`src/rtl/ecc_modarith_pkg.sv`:
```
// ----------------------------------------------------------------------------
// ecc_modarith_pkg
// Shared types for the ECC modular-arithmetic engine.
//   op_e    : request opcode (SETMOD / ADD / SUB / MUL)
//   state_e : engine FSM state, also exported on the debug state output
// The result record {id, data, err} depends on WIDTH/ID_WIDTH. It is
// therefore declared as a packed struct inside the module that uses it.
// ----------------------------------------------------------------------------
package ecc_modarith_pkg;

  localparam int OP_W = 2;

  typedef enum logic [OP_W-1:0] {
    OP_SETMOD = 2'd0,
    OP_ADD    = 2'd1,
    OP_SUB    = 2'd2,
    OP_MUL    = 2'd3
  } op_e;

  typedef enum logic [1:0] {
    ST_IDLE = 2'd0,
    ST_RUN  = 2'd1,
    ST_PUSH = 2'd2
  } state_e;

endpackage

```
`src/rtl/ecc_modarith_if.sv`:
```
// ----------------------------------------------------------------------------
// ecc_modarith_if
// Request/result bundle between the issue FSM (master) and the modular
// arithmetic engine (slave).
//
// Handshake semantics (both channels):
//   A transfer happens on a rising clock edge where valid and ready are both
//   high. The source holds valid and its payload stable until that transfer.
//   ready may depend combinationally on the sink's state, and on kill_i for
//   the request channel. It never depends on valid.
//   Request channel : req_valid_i / req_ready_o, payload req_op_i, req_id_i,
//                     req_a_i, req_b_i.
//   Result channel  : res_valid_o / res_ready_i, payload res_id_o,
//                     res_data_o, res_err_o. The payload is all-zero while
//                     res_valid_o is low.
// Side-band: kill_i (abort an in-flight MUL), busy_o, modulus_o.
// ----------------------------------------------------------------------------
interface ecc_modarith_if #(
  parameter int WIDTH    = 64,
  parameter int ID_WIDTH = 3
);
  logic                req_valid_i;
  logic                req_ready_o;
  logic [1:0]          req_op_i;
  logic [ID_WIDTH-1:0] req_id_i;
  logic [WIDTH-1:0]    req_a_i;
  logic [WIDTH-1:0]    req_b_i;
  logic                kill_i;
  logic                res_valid_o;
  logic                res_ready_i;
  logic [ID_WIDTH-1:0] res_id_o;
  logic [WIDTH-1:0]    res_data_o;
  logic                res_err_o;
  logic                busy_o;
  logic [WIDTH-1:0]    modulus_o;

  modport master (
    output req_valid_i, req_op_i, req_id_i, req_a_i, req_b_i, kill_i, res_ready_i,
    input  req_ready_o, res_valid_o, res_id_o, res_data_o, res_err_o, busy_o, modulus_o
  );

  modport slave (
    input  req_valid_i, req_op_i, req_id_i, req_a_i, req_b_i, kill_i, res_ready_i,
    output req_ready_o, res_valid_o, res_id_o, res_data_o, res_err_o, busy_o, modulus_o
  );
endinterface

```
`src/rtl/ecc_modarith_resq.sv`:
```
// ----------------------------------------------------------------------------
// ecc_modarith_resq
// First-word-fall-through result FIFO with DEPTH entries. DEPTH does not
// have to be a power of two: the pointers wrap explicitly.
// Ports:
//   clk_i, rst_i : clock, synchronous active-high reset
//   i_push       : write i_push_data. Ignored when full.
//   i_pop        : pop the head. Ignored when empty.
//   o_full       : count == DEPTH
//   o_valid      : head entry present
//   o_data       : head entry. All-zero when empty.
// Push and pop in the same cycle are both honoured.
// ----------------------------------------------------------------------------
module ecc_modarith_resq #(
  parameter int DATA_W = 8,
  parameter int DEPTH  = 2
) (
  input  logic              clk_i,
  input  logic              rst_i,
  input  logic              i_push,
  input  logic [DATA_W-1:0] i_push_data,
  input  logic              i_pop,
  output logic              o_full,
  output logic              o_valid,
  output logic [DATA_W-1:0] o_data
);
  localparam int PTR_W = (DEPTH > 1) ? $clog2(DEPTH) : 1;
  localparam int CNT_W = $clog2(DEPTH + 1);

  logic [DATA_W-1:0] r_mem [DEPTH];
  logic [PTR_W-1:0]  r_wr_ptr;
  logic [PTR_W-1:0]  r_rd_ptr;
  logic [CNT_W-1:0]  r_count;
  logic              w_do_push;
  logic              w_do_pop;

  function automatic logic [PTR_W-1:0] f_next(input logic [PTR_W-1:0] ptr);
    return (ptr == PTR_W'(DEPTH - 1)) ? '0 : ptr + 1'b1;
  endfunction

  assign o_full    = (r_count == CNT_W'(DEPTH));
  assign o_valid   = (r_count != '0);
  assign w_do_push = i_push & ~o_full;
  assign w_do_pop  = i_pop & o_valid;
  assign o_data    = o_valid ? r_mem[r_rd_ptr] : '0;

  // Storage needs no reset: the read port is gated by o_valid.
  always_ff @(posedge clk_i) begin
    if (w_do_push) begin
      r_mem[r_wr_ptr] <= i_push_data;
    end
  end

  always_ff @(posedge clk_i) begin
    if (rst_i) begin
      r_wr_ptr <= '0;
      r_rd_ptr <= '0;
      r_count  <= '0;
    end else begin
      if (w_do_push) r_wr_ptr <= f_next(r_wr_ptr);
      if (w_do_pop)  r_rd_ptr <= f_next(r_rd_ptr);
      case ({w_do_push, w_do_pop})
        2'b10:   r_count <= r_count + 1'b1;
        2'b01:   r_count <= r_count - 1'b1;
        default: r_count <= r_count;
      endcase
    end
  end
endmodule

```
`src/rtl/ecc_modarith_engine.sv`:
```
// ----------------------------------------------------------------------------
// ecc_modarith_engine
// Modular-arithmetic engine for the ECC coprocessor. It owns a modulus
// register and runs SETMOD/ADD/SUB/MUL on WIDTH-bit operands. Each op
// carries an id. Results leave in issue order through a RESQ_DEPTH-entry
// result queue.
// Ports:
//   clk_i, rst_i : clock, synchronous active-high reset
//   bus          : ecc_modarith_if slave modport. It carries:
//                  - request channel: req_*
//                  - result channel: res_*
//                  - kill_i, busy_o, modulus_o
//   dbg_state_o  : current FSM state (state_e encoding)
// Timing:
//   SETMOD, ADD and SUB complete on their handshake edge.
//   MUL runs WIDTH shift-and-add iterations, MSB of b first:
//   - The first iteration is folded into the issue edge.
//   - The remaining WIDTH-1 iterations run in RUN.
//   - PUSH then writes the entry.
//   busy_o is therefore high for exactly WIDTH cycles.
// ----------------------------------------------------------------------------
module ecc_modarith_engine
  import ecc_modarith_pkg::*;
#(
  parameter int WIDTH      = 64,
  parameter int ID_WIDTH   = 3,
  parameter int RESQ_DEPTH = 2
) (
  input  logic          clk_i,
  input  logic          rst_i,
  ecc_modarith_if.slave bus,
  output logic [1:0]    dbg_state_o
);
  localparam int CNT_W = $clog2(WIDTH) + 1;
  localparam int IDX_W = $clog2(WIDTH);
  localparam int RES_W = ID_WIDTH + WIDTH + 1;

  typedef struct packed {
    logic [ID_WIDTH-1:0] id;
    logic [WIDTH-1:0]    data;
    logic                err;
  } res_t;

  state_e              r_state;
  logic [WIDTH-1:0]    r_mod;
  logic [WIDTH-1:0]    r_a;
  logic [WIDTH-1:0]    r_b;
  logic [WIDTH-1:0]    r_p;
  logic [WIDTH-1:0]    r_acc;
  logic [CNT_W-1:0]    r_cnt;
  logic [ID_WIDTH-1:0] r_id;
  logic                r_err;
  logic                r_busy;

  op_e                 w_op;
  logic                w_accept;
  logic                w_full;
  logic                w_push;
  logic                w_head_valid;
  logic                w_mod_zero;
  logic                w_next_bit;
  res_t                w_push_ent;
  res_t                w_head;
  logic [RES_W-1:0]    w_head_bits;
  logic [WIDTH-1:0]    w_add_res;
  logic [WIDTH-1:0]    w_sub_res;
  logic [WIDTH-1:0]    w_mul_first;
  logic [WIDTH-1:0]    w_mul_next;

  // ADD: the sum is kept at WIDTH+1 bits so the carry takes part in the
  // compare with p.
  function automatic logic [WIDTH-1:0] f_add(input logic [WIDTH-1:0] a,
                                             input logic [WIDTH-1:0] b,
                                             input logic [WIDTH-1:0] p);
    logic [WIDTH:0] s;
    s = {1'b0, a} + {1'b0, b};
    if (s >= {1'b0, p}) s = s - {1'b0, p};
    return s[WIDTH-1:0];
  endfunction

  // SUB: wraps mod 2^WIDTH when adding p back.
  function automatic logic [WIDTH-1:0] f_sub(input logic [WIDTH-1:0] a,
                                             input logic [WIDTH-1:0] b,
                                             input logic [WIDTH-1:0] p);
    return (a >= b) ? (a - b) : (a - b + p);
  endfunction

  // One interleaved multiply step:
  //   1. acc = 2*acc mod p
  //   2. if the b bit is set, acc = acc + a mod p
  function automatic logic [WIDTH-1:0] f_mul_step(input logic [WIDTH-1:0] acc,
                                                  input logic [WIDTH-1:0] a,
                                                  input logic [WIDTH-1:0] p,
                                                  input logic             b_bit);
    logic [WIDTH:0] t;
    logic [WIDTH:0] pp;
    pp = {1'b0, p};
    t  = {acc, 1'b0};
    if (t >= pp) t = t - pp;
    if (b_bit) begin
      t = t + {1'b0, a};
      if (t >= pp) t = t - pp;
    end
    return t[WIDTH-1:0];
  endfunction

  assign w_op        = op_e'(bus.req_op_i);
  assign w_mod_zero  = (r_mod == '0);
  assign w_add_res   = f_add(bus.req_a_i, bus.req_b_i, r_mod);
  assign w_sub_res   = f_sub(bus.req_a_i, bus.req_b_i, r_mod);
  assign w_mul_first = f_mul_step('0, bus.req_a_i, r_mod, bus.req_b_i[WIDTH-1]);
  assign w_next_bit  = r_b[r_cnt[IDX_W-1:0]];
  assign w_mul_next  = f_mul_step(r_acc, r_a, r_p, w_next_bit);

  // kill_i also blocks acceptance. An op therefore never starts in the
  // cycle that aborts another one.
  assign bus.req_ready_o = (r_state == ST_IDLE) & ~w_full & ~bus.kill_i;
  assign w_accept        = bus.req_valid_i & bus.req_ready_o;

  // There are two push sources:
  //   - single-cycle ops at issue
  //   - the MUL in PUSH, unless killed
  // Only one of them can be active at a time.
  always_comb begin
    w_push     = 1'b0;
    w_push_ent = '0;
    if (w_accept && (w_op != OP_MUL)) begin
      w_push        = 1'b1;
      w_push_ent.id = bus.req_id_i;
      case (w_op)
        OP_SETMOD: w_push_ent.err = (bus.req_a_i == '0);
        OP_ADD: begin
          if (w_mod_zero) w_push_ent.err  = 1'b1;
          else            w_push_ent.data = w_add_res;
        end
        OP_SUB: begin
          if (w_mod_zero) w_push_ent.err  = 1'b1;
          else            w_push_ent.data = w_sub_res;
        end
        default: w_push_ent.err = 1'b0;
      endcase
    end else if ((r_state == ST_PUSH) && !bus.kill_i) begin
      w_push          = 1'b1;
      w_push_ent.id   = r_id;
      w_push_ent.err  = r_err;
      w_push_ent.data = r_err ? '0 : r_acc;
    end
  end

  always_ff @(posedge clk_i) begin
    if (rst_i) begin
      r_state <= ST_IDLE;
      r_mod   <= '0;
      r_a     <= '0;
      r_b     <= '0;
      r_p     <= '0;
      r_acc   <= '0;
      r_cnt   <= '0;
      r_id    <= '0;
      r_err   <= 1'b0;
      r_busy  <= 1'b0;
    end else begin
      case (r_state)
        ST_IDLE: begin
          if (w_accept) begin
            if (w_op == OP_SETMOD) r_mod <= bus.req_a_i;
            if (w_op == OP_MUL) begin
              // Operands and modulus are captured here. A later SETMOD
              // cannot disturb a running multiply.
              r_a     <= bus.req_a_i;
              r_b     <= bus.req_b_i;
              r_p     <= r_mod;
              r_id    <= bus.req_id_i;
              r_err   <= w_mod_zero;
              r_acc   <= w_mul_first;
              r_cnt   <= CNT_W'(WIDTH - 2);
              r_busy  <= 1'b1;
              r_state <= ST_RUN;
            end
          end
        end
        ST_RUN: begin
          if (bus.kill_i) begin
            r_busy  <= 1'b0;
            r_state <= ST_IDLE;
          end else begin
            r_acc <= w_mul_next;
            if (r_cnt == '0) r_state <= ST_PUSH;
            else             r_cnt   <= r_cnt - 1'b1;
          end
        end
        ST_PUSH: begin
          r_busy  <= 1'b0;
          r_state <= ST_IDLE;
        end
        default: begin
          r_busy  <= 1'b0;
          r_state <= ST_IDLE;
        end
      endcase
    end
  end

  ecc_modarith_resq #(
    .DATA_W(RES_W),
    .DEPTH (RESQ_DEPTH)
  ) u_resq (
    .clk_i      (clk_i),
    .rst_i      (rst_i),
    .i_push     (w_push),
    .i_push_data(w_push_ent),
    .i_pop      (bus.res_ready_i),
    .o_full     (w_full),
    .o_valid    (w_head_valid),
    .o_data     (w_head_bits)
  );

  assign w_head          = res_t'(w_head_bits);
  assign bus.res_valid_o = w_head_valid;
  assign bus.res_id_o    = w_head.id;
  assign bus.res_data_o  = w_head.data;
  assign bus.res_err_o   = w_head.err;
  assign bus.busy_o      = r_busy;
  assign bus.modulus_o   = r_mod;
  assign dbg_state_o     = r_state;
endmodule

```
`src/flat_wrapper.sv`:
```
// flat-port wrapper written by rule: the top's interface ports become plain ports
module ecc_modarith_engine_flat import ecc_modarith_pkg::*;
#(
  parameter int WIDTH      = 64,
  parameter int ID_WIDTH   = 3,
  parameter int RESQ_DEPTH = 2
)
  (clk_i, rst_i, dbg_state_o, bus_req_valid_i, bus_req_op_i, bus_req_id_i, bus_req_a_i, bus_req_b_i, bus_kill_i, bus_res_ready_i, bus_req_ready_o, bus_res_valid_o, bus_res_id_o, bus_res_data_o, bus_res_err_o, bus_busy_o, bus_modulus_o);
  ecc_modarith_if #(.WIDTH(WIDTH), .ID_WIDTH(ID_WIDTH)) bus_i ();
  input  logic clk_i;
  input  logic rst_i;
  output logic [1:0] dbg_state_o;
  input wire logic [$bits(bus_i.req_valid_i)-1:0] bus_req_valid_i;
  input wire logic [$bits(bus_i.req_op_i)-1:0] bus_req_op_i;
  input wire logic [$bits(bus_i.req_id_i)-1:0] bus_req_id_i;
  input wire logic [$bits(bus_i.req_a_i)-1:0] bus_req_a_i;
  input wire logic [$bits(bus_i.req_b_i)-1:0] bus_req_b_i;
  input wire logic [$bits(bus_i.kill_i)-1:0] bus_kill_i;
  input wire logic [$bits(bus_i.res_ready_i)-1:0] bus_res_ready_i;
  output wire logic [$bits(bus_i.req_ready_o)-1:0] bus_req_ready_o;
  output wire logic [$bits(bus_i.res_valid_o)-1:0] bus_res_valid_o;
  output wire logic [$bits(bus_i.res_id_o)-1:0] bus_res_id_o;
  output wire logic [$bits(bus_i.res_data_o)-1:0] bus_res_data_o;
  output wire logic [$bits(bus_i.res_err_o)-1:0] bus_res_err_o;
  output wire logic [$bits(bus_i.busy_o)-1:0] bus_busy_o;
  output wire logic [$bits(bus_i.modulus_o)-1:0] bus_modulus_o;
  assign bus_i.req_valid_i = bus_req_valid_i;
  assign bus_i.req_op_i = bus_req_op_i;
  assign bus_i.req_id_i = bus_req_id_i;
  assign bus_i.req_a_i = bus_req_a_i;
  assign bus_i.req_b_i = bus_req_b_i;
  assign bus_i.kill_i = bus_kill_i;
  assign bus_i.res_ready_i = bus_res_ready_i;
  assign bus_req_ready_o = bus_i.req_ready_o;
  assign bus_res_valid_o = bus_i.res_valid_o;
  assign bus_res_id_o = bus_i.res_id_o;
  assign bus_res_data_o = bus_i.res_data_o;
  assign bus_res_err_o = bus_i.res_err_o;
  assign bus_busy_o = bus_i.busy_o;
  assign bus_modulus_o = bus_i.modulus_o;
  ecc_modarith_engine #(.WIDTH(WIDTH), .ID_WIDTH(ID_WIDTH), .RESQ_DEPTH(RESQ_DEPTH)) u_core (.clk_i(clk_i), .rst_i(rst_i), .bus(bus_i), .dbg_state_o(dbg_state_o));
endmodule
```
`config.mk`:
```
export PLATFORM = sky130hd
export DESIGN_NAME = ecc_modarith_engine_flat
export DESIGN_NICKNAME = d
export VERILOG_FILES = /design/src/rtl/ecc_modarith_pkg.sv /design/src/rtl/ecc_modarith_if.sv /design/src/rtl/ecc_modarith_resq.sv /design/src/rtl/ecc_modarith_engine.sv /design/src/flat_wrapper.sv
export SDC_FILE = /design/constraint.sdc
export NUM_CORES = 2
export LEC_CHECK = 0
export CAP_MARGIN = 20
export CELL_PAD_IN_SITES_DETAIL_PLACEMENT = 0
export CELL_PAD_IN_SITES_GLOBAL_PLACEMENT = 2
export CORE_UTILIZATION = 30
export DETAILED_ROUTE_END_ITERATION = 10
export PLACE_DENSITY_LB_ADDON = 0.1
export SLEW_MARGIN = 20
export SYNTH_ARGS = -nofsm -noshare
export SYNTH_HDL_FRONTEND = slang
export SYNTH_SLANG_ARGS = --single-unit
```
`constraint.sdc`:
```
create_clock -name clk_i -period 10.23 [get_ports clk_i]
set_clock_uncertainty 0.1 [all_clocks]
set_input_delay 1.023 -clock clk_i [delete_from_list [all_inputs] [get_ports clk_i]]
set_output_delay 1.023 -clock clk_i [all_outputs]
set_load 0.005 [all_outputs]
```
==> impl_results.md <==
* Switch share at 52.68%
* Drt initial violations at ~5000
* Initial antenna violation count at 21
* Synth Instances at between 7000 and 8000
* FP Rows at 158
* FMAX at 0.1024 GHz
* Share of the synthesized area in the top cell type at 13.00%
* Num CTS Buffers at 69
* Static Leak at about 28 nW
* Worst rel slew slack at between 10% and 20%
* Endpoints failing hold at 0
* Via count at roughly 60000
* Drt drc at 0
* Final setup TNS at 0 ns
* Clock Path Buffers at 3
* Synth area leader: ha_1
* Period utilization at between 90% and 100%
* Global-route wire length before repair at 428.4 mm
* CP max stage cell: dfxtp_1
* IO buf count at 274
* Yosys cell types at 98
* Filler cell count at 20238
* Multi-input combinational cell area at 42430 µm²
* Yosys warns at 0
* Internal power at approximately 9 mW
* Final Critical Period at around 9.8 ns
* Num ports at 275
* Worst Setup End Kind: register
* Storage element area at 10880 µm²
* Clock sinks at about 480
* DR WL/cell at 29.15 µm
* Proportion of layout cells with a drive suffix above 1 at 8.527%
* # H-tree levels at 3
* Worst VDD drop at between 500 and 600 µV
* WP data required at 10.73 ns
* CTS Hold Bufs at 0
* Combinational power share at ~76%
* Power per cell area at 294.3 nW/µm²
* FF+latch count, synth at 475
* Most used DFF post-synth: dfxtp_1
* Net Switching at just over 10 mW
* Area grow syn2layout at 18.01%
* CTS tree: done
* Synth area leaders: ha_1 (13%), dfxtp_1 (12%), a21oi_1 (9.5%)
* Most frequent cell on the critical path: a21oi_1
* Core area at 185600 µm²
* Register share of total power at between 10% and 20%
* Tot GR Track Use at around a third
* Placed Cells incl. Taps at approximately 10000
* Vias in the first global route at 57838
* Critical path arrival at 10.26 ns
* Die H at roughly 430 µm
* Vias per inst at 5.666
* Setup CP Type: reg -> reg
* Max-slew violations at 0
* Power share of the clock group at 12.8%
* Die footprint at roughly 190000 µm²
* Antenna viol nets, final at 0
* Clock latency on the worst-skew pair at 0.72 ns
* Total of max-cap violations at 0
* Slowest cell delay on critical path at 0.60 ns
* Final Setup Violations at 0
* Worst-path clk slew at 0.05 ns
* Async SR Flop Fraction at 0%
* Final total power at 19.49 mW
* Finished Layout Cells at 10594
* Placer Congestion at 0.9649
* First-pass iteration count of the detailed router at 6
* Synthesized area at 56120 µm²
* Largest net degree at the start of global routing at 128
* Post-DP HPWL at 255.5 mm
* Post-Syn Nets at 8448
* Worst setup SP type: register
* Synth Area per Inst at 7.272 µm²
* Congestion Overflow GR at 0
* Slew @ Worst Pin at about 1.2 ns
* Status: finished, final reports clean
* Critical-path maximum fanout at 26
* Number of flops mapped to enable cells by yosys at 136
* Seq/Total Area, Yosys at between 10% and 20%
* Fin nets at about 8800
* Chip width at 434.5 µm
* RSZ-0062 raised after global routing: false
* Hold Crit Class: reg -> reg
* Initial Utilization at 30.23%
* CTS root buffer: clkbuf_16
* Routed Wire Length at 308.8 mm
## metal layers
layer	wire [µm]	up-vias	global-route usage [%]
li1	-	28595	-
met1	128700	29196	38.61
met2	149200	1804	55.20
met3	13720	424	3.420
met4	17110	8	15.64
met5	46	-	0
## cell families after synthesis
logic type / count (synthesis) / share of synthesized area, %
AOI/OAI and AO/OA: 2676 / 30.00
DFF: 475 / 19.37
buffers and inverters: 825 / 5.616
adders and majority gates: 592 / 13.32
xor gates and xnor gates: 539 / 8.411
and+or+nand+nor: 2423 / 19.40
muxes: 188 / 3.884
## metrics by stage
stage / instance area [µm²] / hold slack [ns] / utilization (%) / setup WS (ns)
after CTS: 66040 / 0.3515 / 35.58 / 0.03764
final: 66230 / 0.3497 / 35.68 / 0.4662
after detailed placement: 63740 / 0.3461 / 34.34 / -0.3615
after floorplan: 56120 / 0.3331 / - / 1.489
after global routing: 66210 / 0.3706 / 35.67 / 0.01643
after global placement: 63730 / 0.3393 / 34.33 / -0.4450
## repair_timing
action                     CTS  global route
setup buffers                0             3
pin swaps                    1             5
setup endpoints to repair   64            64
resized for setup            4            28
## sequential cells by signal, summed over array words and instances, names as in the netlist, named ones only
| signal | cells |
|---|---|
| u_core.u_resq.r_wr_ptr | 1 |
| u_core.r_p | 64 |
| u_core.bus.busy_o | 1 |
| u_core.r_a | 64 |
| u_core.u_resq.r_count | 2 |
| u_core.r_id | 3 |
| u_core.r_b | 64 |
| u_core.u_resq.r_rd_ptr | 1 |
| u_core.r_cnt | 7 |
| u_core.bus.modulus_o | 64 |
| u_core.r_err | 1 |
| u_core.dbg_state_o | 2 |
| u_core.r_acc | 64 |
| u_core.u_resq.r_mem | 136 |
## synth_stat cells, drive strengths merged (21+ instances only)
master / n
nor2: 629
xnor2: 369
a22oi: 46
o221ai: 48
nand4: 122
o211ai: 83
buf: 45
a31oi: 92
mux2i: 139
nand3: 115
a221oi: 37
or2: 26
nor2b: 79
o21bai: 118
dfxtp: 339
xor2: 170
mux2: 28
a211oi: 70
edfxtp: 136
nand2b: 65
a221o: 32
and2: 38
nand2: 1030
a21o: 350
o21a: 76
and3: 70
a21boi: 23
or3: 29
a21oi: 1063
nor3: 88
o31ai: 41
ha: 583
clkbuf: 393
a211o: 23
o21ai: 407
nor4: 73
inv: 383
mux4: 21
## layout make-up
| cell class | count | area share, % |
|---|---|---|
| Multi-Input combinational cell | 6418 | 64.07 |
| Timing Repair Buffer | 698 | 9.136 |
| Inverter | 387 | 2.193 |
| Sequential cell | 475 | 16.42 |
| Tap cell | 2480 | 4.685 |
| Antenna cell | 10 | 0.03778 |
| Clock inverter | 33 | 0.5819 |
| Clock buffer | 93 | 2.879 |
## worst paths after layout
| kind | start | endpoint | slack [ns] | depth (start not counted) |
|---|---|---|---|---|
| min reg2reg | u_core.r_b[54] | u_core.r_b[54] | 0.35 | 2 |
| min | u_core.r_b[54] | u_core.r_b[54] | 0.35 | 2 |
| max | u_core.bus.modulus_o[54] | u_core.r_acc[30] | 0.47 | 32 |
| max reg2reg | u_core.bus.modulus_o[54] | u_core.r_acc[30] | 0.47 | 32 |
## worst max-delay path, delay by kind of cell, from the launching register on
kind                     cells  cell delay [ns]
AO/OA/AOI/OAI               17             4.50
AND/OR/NAND/NOR              9             2.69
adder cells (fa/ha/maj)      2             0.80
buffers and inverters        3             0.71
flip-flops                   1             0.60
XOR/XNOR                     1             0.21
## layout by cell type (no fill, tap or decap), drive strengths merged, types with 115 or more instances in the layout
cell / instances
nor2: 629
nand2: 1030
nand3: 115
inv: 391
a21o: 350
edfxtp: 136
xor2: 170
clkdlybuf4s50: 272
ha: 583
buf: 426
mux2i: 139
o21bai: 118
o21ai: 407
a21oi: 1063
dfxtp: 339
nand4: 122
xnor2: 369
## power by group through the flow
stage	registers [mW]	clock network (mW)	logic, mW
2_1_floorplan	2.10	0	9.43
3_3_place_gp	2.14	0	14.9
3_5_place_dp	2.14	0	14.7
4_1_cts	2.10	2.55	14.8
5_1_grt	2.11	2.62	16.1
6_report	2.10	2.50	14.9
Note: power is estimated with default switching activity, not from simulation.
